===== src/rtl/bus_cdc_arbiter.sv =====
// Round-robin arbiter that lets several bus masters share one bus_cdc port.
// Each transaction runs ISSUE, a busy-qualified WAIT with timeout, then a one-cycle response.
package cpu_reg_package;
    localparam int unsigned address_width = 32;
    localparam int unsigned data_width    = 32;

    typedef struct packed {
        logic                     we;
        logic [3:0]               we_ram;
        logic [address_width-1:0] address;
        logic [data_width-1:0]    data;
    } bus_req_t;
endpackage

module bus_cdc_arbiter
    import cpu_reg_package::*;
#(
    parameter int unsigned NumRequesters = 2,
    parameter int unsigned TimeoutCycles = 1024
) (
    input  logic                                         clk_i,
    input  logic                                         reset_n_i,
    input  logic [NumRequesters-1:0]                     req_valid_i,
    input  logic [NumRequesters-1:0]                     req_we_i,
    input  logic [NumRequesters-1:0][3:0]                req_we_ram_i,
    input  logic [NumRequesters-1:0][address_width-1:0] req_address_i,
    input  logic [NumRequesters-1:0][data_width-1:0]    req_data_i,
    output logic [NumRequesters-1:0]                     req_ready_o,
    output logic [NumRequesters-1:0]                     rsp_valid_o,
    output logic [data_width-1:0]                        rsp_data_o,
    output logic                                         rsp_error_o,
    output logic                                         bus_we_o,
    output logic [3:0]                                   bus_we_ram_o,
    output logic [address_width-1:0]                     bus_address_o,
    output logic [data_width-1:0]                        bus_data_o,
    input  logic [data_width-1:0]                        bus_data_i,
    input  logic                                         bus_busy_i,
    output logic [NumRequesters-1:0]                     grant_o
);
    localparam int unsigned IdxW = $clog2(NumRequesters);
    localparam int unsigned CntW = $clog2(TimeoutCycles + 1);
    localparam logic [NumRequesters-1:0] OneLsb = NumRequesters'(1);

    typedef enum logic [1:0] {S_IDLE, S_ISSUE, S_WAIT, S_RESP} state_t;

    state_t          state_q;
    logic [IdxW-1:0] rr_ptr_q;
    logic [IdxW-1:0] grant_idx_q;
    logic [CntW-1:0] wait_cnt_q;
    bus_req_t        bus_q;

    logic            pick_found_c;
    logic [IdxW-1:0] pick_idx_c;

    // First pending requester at or after rr_ptr, wrapping around.
    always_comb begin
        int unsigned idx;
        pick_found_c = 1'b0;
        pick_idx_c   = '0;
        idx          = 0;
        for (int unsigned i = 0; i < NumRequesters; i++) begin
            idx = 32'(rr_ptr_q) + i;
            if (idx >= NumRequesters) idx = idx - NumRequesters;
            if (!pick_found_c && req_valid_i[IdxW'(idx)]) begin
                pick_found_c = 1'b1;
                pick_idx_c   = IdxW'(idx);
            end
        end
    end

    // Bus master outputs come straight from the latched request register.
    assign bus_we_o      = bus_q.we;
    assign bus_we_ram_o  = bus_q.we_ram;
    assign bus_address_o = bus_q.address;
    assign bus_data_o    = bus_q.data;

    always_ff @(posedge clk_i) begin
        if (!reset_n_i) begin
            state_q     <= S_IDLE;
            rr_ptr_q    <= '0;
            grant_idx_q <= '0;
            wait_cnt_q  <= '0;
            bus_q       <= '0;
            req_ready_o <= '0;
            rsp_valid_o <= '0;
            rsp_data_o  <= '0;
            rsp_error_o <= 1'b0;
            grant_o     <= '0;
        end else begin
            req_ready_o <= '0;
            rsp_valid_o <= '0;
            unique case (state_q)
                S_IDLE: begin
                    if (pick_found_c) begin
                        grant_idx_q <= pick_idx_c;
                        grant_o     <= OneLsb << pick_idx_c;
                        req_ready_o <= OneLsb << pick_idx_c;
                        bus_q       <= '{we:      req_we_i[pick_idx_c],
                                         we_ram:  req_we_ram_i[pick_idx_c],
                                         address: req_address_i[pick_idx_c],
                                         data:    req_data_i[pick_idx_c]};
                        state_q     <= S_ISSUE;
                    end
                end
                S_ISSUE: begin
                    bus_q.we     <= 1'b0;
                    bus_q.we_ram <= '0;
                    wait_cnt_q   <= '0;
                    state_q      <= S_WAIT;
                end
                S_WAIT: begin
                    // Two WAIT cycles minimum so the registered busy rise is seen.
                    if (!bus_busy_i && wait_cnt_q != '0) begin
                        rsp_valid_o <= grant_o;
                        rsp_data_o  <= bus_data_i;
                        rsp_error_o <= 1'b0;
                        grant_o     <= '0;
                        bus_q       <= '0;
                        state_q     <= S_RESP;
                    end else if (wait_cnt_q == CntW'(TimeoutCycles - 1)) begin
                        rsp_valid_o <= grant_o;
                        rsp_data_o  <= '0;
                        rsp_error_o <= 1'b1;
                        grant_o     <= '0;
                        bus_q       <= '0;
                        state_q     <= S_RESP;
                    end else if (wait_cnt_q != '1) begin
                        wait_cnt_q <= wait_cnt_q + CntW'(1);
                    end
                end
                S_RESP: begin
                    rr_ptr_q    <= (grant_idx_q == IdxW'(NumRequesters - 1)) ?
                                   '0 : grant_idx_q + IdxW'(1);
                    rsp_data_o  <= '0;
                    rsp_error_o <= 1'b0;
                    wait_cnt_q  <= '0;
                    state_q     <= S_IDLE;
                end
                default: state_q <= S_IDLE;
            endcase
        end
    end
endmodule


===== config.mk =====
export PLATFORM = sky130hd
export DESIGN_NAME = bus_cdc_arbiter
export DESIGN_NICKNAME = d
export VERILOG_FILES = /design/src/rtl/bus_cdc_arbiter.sv
export SDC_FILE = /design/constraint.sdc
export NUM_CORES = 1
export LEC_CHECK = 0
export ABC_AREA = 1
export CORE_ASPECT_RATIO = 1.25
export CORE_MARGIN = 2
export CORE_UTILIZATION = 39
export DETAILED_ROUTE_END_ITERATION = 16
export PLACE_DENSITY = 0.77
export REMOVE_ABC_BUFFERS = 1
export SLEW_MARGIN = 25
export SYNTH_ARGS = -nofsm -noshare
export SYNTH_HDL_FRONTEND = slang
export SYNTH_SLANG_ARGS = --single-unit

===== constraint.sdc =====
create_clock -name clk_i -period 1.8 [get_ports clk_i]
set_input_delay 0.18 -clock clk_i [delete_from_list [all_inputs] [get_ports clk_i]]
set_output_delay 0.18 -clock clk_i [all_outputs]
set_load 0.01 [all_outputs]

==> run_results.csv <==
group,metric,value,unit
clocking,clk_latency,0.42,ns
power_and_ir_drop,finalPower,0.02247,W
power_and_ir_drop,peakVddDrop,0.0008248,V
die,core_area,16200,um^2
run_status,status,"completed",
power_and_ir_drop,p_leak,4.883,nW
clocking,clockBufferDepth,2,
yosys,synthTopCellsByCount,"283 x nor2_1, 154 x nand2_1, 123 x dfxtp_1, 120 x nand3_1, 108 x a21oi_1",
critical_path,r2r_end,"bus_data_o[6]",
yosys,yosys.area.top_type,"dfxtp_1",
critical_path,cp_slowest_cell,"dfxtp_2",
sta,finalCritPeriodShare,0.9989,
sta,finalWorstSetupSlack,0.001953,ns
sta,slew_headroom,0.6694,
die,row_count,52,
die,start_util,0.3998,
drt,dr.first_iter.drc_count,502,
critical_path,cp-end-kind,"flip-flop",
critical_path,cp-startpoint,"state_q[1]",
clocking,cts_sinks,123,
drt,dr.pass1.iters,5,
yosys,postSynthAreaPerCell,6.313,um^2
drt,viasPerCell,5.064,
critical_path,reg2regPathDepth,10,
global_route,track_usage,0.2403,
clocking,cts_max_level,4,
yosys,synth_edf_count,0,
sta,setup_viol,0,
global_route,grt_max_degree,66,
yosys,synth.most_common_cell,"nor2_1",
place,io_buffers,282,
drt,wl,24000,um
finish,drive_above_1_share,0.1374,
critical_path,reg2reg_from,"state_q[1]",
finish,area_delta_synth_final,71.59,%
drt,drc,0,
place,post-place-ws,-0.04231,ns
yosys,ys_async_sr_fraction,0,
sta,fmax,556.2,MHz
place,place.gp.congestion,0.8926,
sta,drv_slew,0,
place,dp.final_hpwl,15130,um
critical_path,endpoint,"bus_data_o[6]",
yosys,ys_seq_area_frac,0.3801,
critical_path,crit_arrival,2.13,ns
clocking,cts-root-buf,"clkbuf_16",
power_and_ir_drop,powerDensity,2021,nW/um^2
finish,nNetsFinal,1501,
global_route,grt_pass1_vias,6952,
die,num_io_pins,283,
critical_path,crit_required,2.14,ns
sta,period_needed,1.798,ns
critical_path,path_buf_inv,4,
critical_path,start_kind,"flip-flop",
yosys,synth_warnings,0,
yosys,synth_area,6477,um^2
yosys,synth_flop_cell,"dfxtp_1",
drt,ant_nets,0,
critical_path,crit_path_max_fanout,30,
global_route,overflow,0,
global_route,grt_pass1_wl,34020,um
critical_path,reg2reg_slack,0.002,ns
sta,worst_pin_slew,0.4959,ns
die,die_h,148.1,um
die,fp.dieW,119.3,um
finish,n_fill_cell,1363,
clocking,ctsHoldBuffers,0,
yosys,ys_types,28,
yosys,ys_seq_elements,123,
drt,vias,7839,
die,dieArea,17660,um^2
critical_path,cp.depth,10,
critical_path,cpLargestDelayFamily,"buffers and inverters",
drt,drt-wirelength-per-cell,15.50,um
yosys,synth_top_area_share,0.3801,
clocking,cts_tree,"done",
job,maxCapViolCount,0,
critical_path,critPathMaxStageDelay,0.34,ns
critical_path,worstSetupPathType,"reg -> reg",
yosys,synthTopCellsByArea,"dfxtp_1 38%, nor2_1 16%, nand3_1 9.3%",
sta,final-hold-violation-count,0,
clocking,clk_pin_slew,0.06,ns
sta,worst_clock_skew,0.01031,ns
clocking,cts_buffers,17,
critical_path,crit_chain,"inv_1, ha_4, nand4_1, o21ai_0, inv_2, buf_4, buf_12, nand3_1, nand2_1, nor2_1",
global_route,antenna_found_initial,0,
sta,rsz0062_at_grt,"yes",
min_path,hp-class,"in -> reg",
finish,num_antenna_cells,0,
yosys,synth_cells,1026,
-- cell type report --
cell class	count	area (um^2)	area share
multi-input combinational	732	3578	0.3220
inverter	98	384.1	0.03456
clock inverter	11	145.1	0.01306
clock buffer	21	450.4	0.04053
tap	216	270.3	0.02432
timing repair buffer	347	3819	0.3436
sequential	123	2467	0.2220
-- cells by family (layout without fill, tap and decap cells) --
kind of cell,count (synthesis),count (layout),synth area share
DFF,123,123,0.3801
buffers and inverters,171,477,0.1159
xor gates and xnor gates,3,3,0.004057
adders and majority gates,7,7,0.01352
and+or+nand+nor,601,601,0.3896
AOI/OAI and AO/OA,121,121,0.09678
-- sequential cells by signal (all words and copies together), names as in the netlist --
signal / cells
bus_address_o: 32
bus_data_o: 32
bus_we_o: 1
bus_we_ram_o: 4
grant_idx_q: 1
grant_o: 2
req_ready_o: 2
rr_ptr_q: 1
rsp_data_o: 32
rsp_error_o: 1
rsp_valid_o: 2
state_q: 2
wait_cnt_q: 11
-- report_power, final --
part	switching (W)	internal [W]
registers	0.000791	0.00397
clock network	0.00127	0.00221
logic	0.00735	0.00688
total	0.00941	0.0131
-- how the worst min path moves through the flow --
| stage | startpoint | to | cells after the start |
|---|---|---|---|
| after floorplan | reset_n_i | bus_we_o | 2 |
| after global placement | grant_idx_q | rr_ptr_q | 1 |
| after detailed placement | grant_idx_q | rr_ptr_q | 1 |
| after CTS | reset_n_i | bus_data_o[23] | 3 |
| after global routing | reset_n_i | bus_data_o[23] | 3 |
| final | reset_n_i | bus_address_o[14] | 3 |
-- placed cells by master, fill, tap and decap left out, drive strengths merged --
cell,n
o211ai,1
nand3b,2
nand2,155
nand3,121
nand4,35
nor3,4
clkbuf,32
a31oi,1
a21oi,108
xnor2,1
inv,96
a31o,1
nor3b,1
clkinv,7
bufinv,3
clkinvlp,3
clkdlybuf4s50,281
dfxtp,123
ha,7
xor2,2
o21ai,9
o21bai,1
buf,55
nor2,283
-- metal layers --
metal	GRT usage	vias to the layer above	wire [um]
li1	-	3860	-
met1	0.2624	3574	8915
met2	0.4333	357	12430
met3	0.07477	48	1960
met4	0.09286	0	692
met5	0	-	0
-- through the flow --
stage	cell area (um^2)	util	hold slack (ns)	instances	setup TNS [ns]
4_1_cts	10360	0.6397	0.2134	1527	0
6_report	11110	0.6861	0.2197	1548	0
2_1_floorplan	6095	-	0.3004	953	-146.32
5_1_grt	11110	0.6861	0.2318	1548	-3.270
3_5_place_dp	9651	0.5957	0.4246	1487	-0.08771
3_3_place_gp	9651	0.5957	0.4223	1487	0
-- worst min-delay path, cell delays in order --
cell and delay [ns]:
buf_4 0.25, nand2_1 0.13, nor2_1 0.03
-- repair_timing --
item,4_1_cts,5_1_grt
pin swaps,5,27
endpoints found under the setup margin,33,117
setup buffers,6,7
endpoints found under the hold margin,0,0
cloned,2,15
resized for setup,10,110
(Power assumes the default switching activity.)
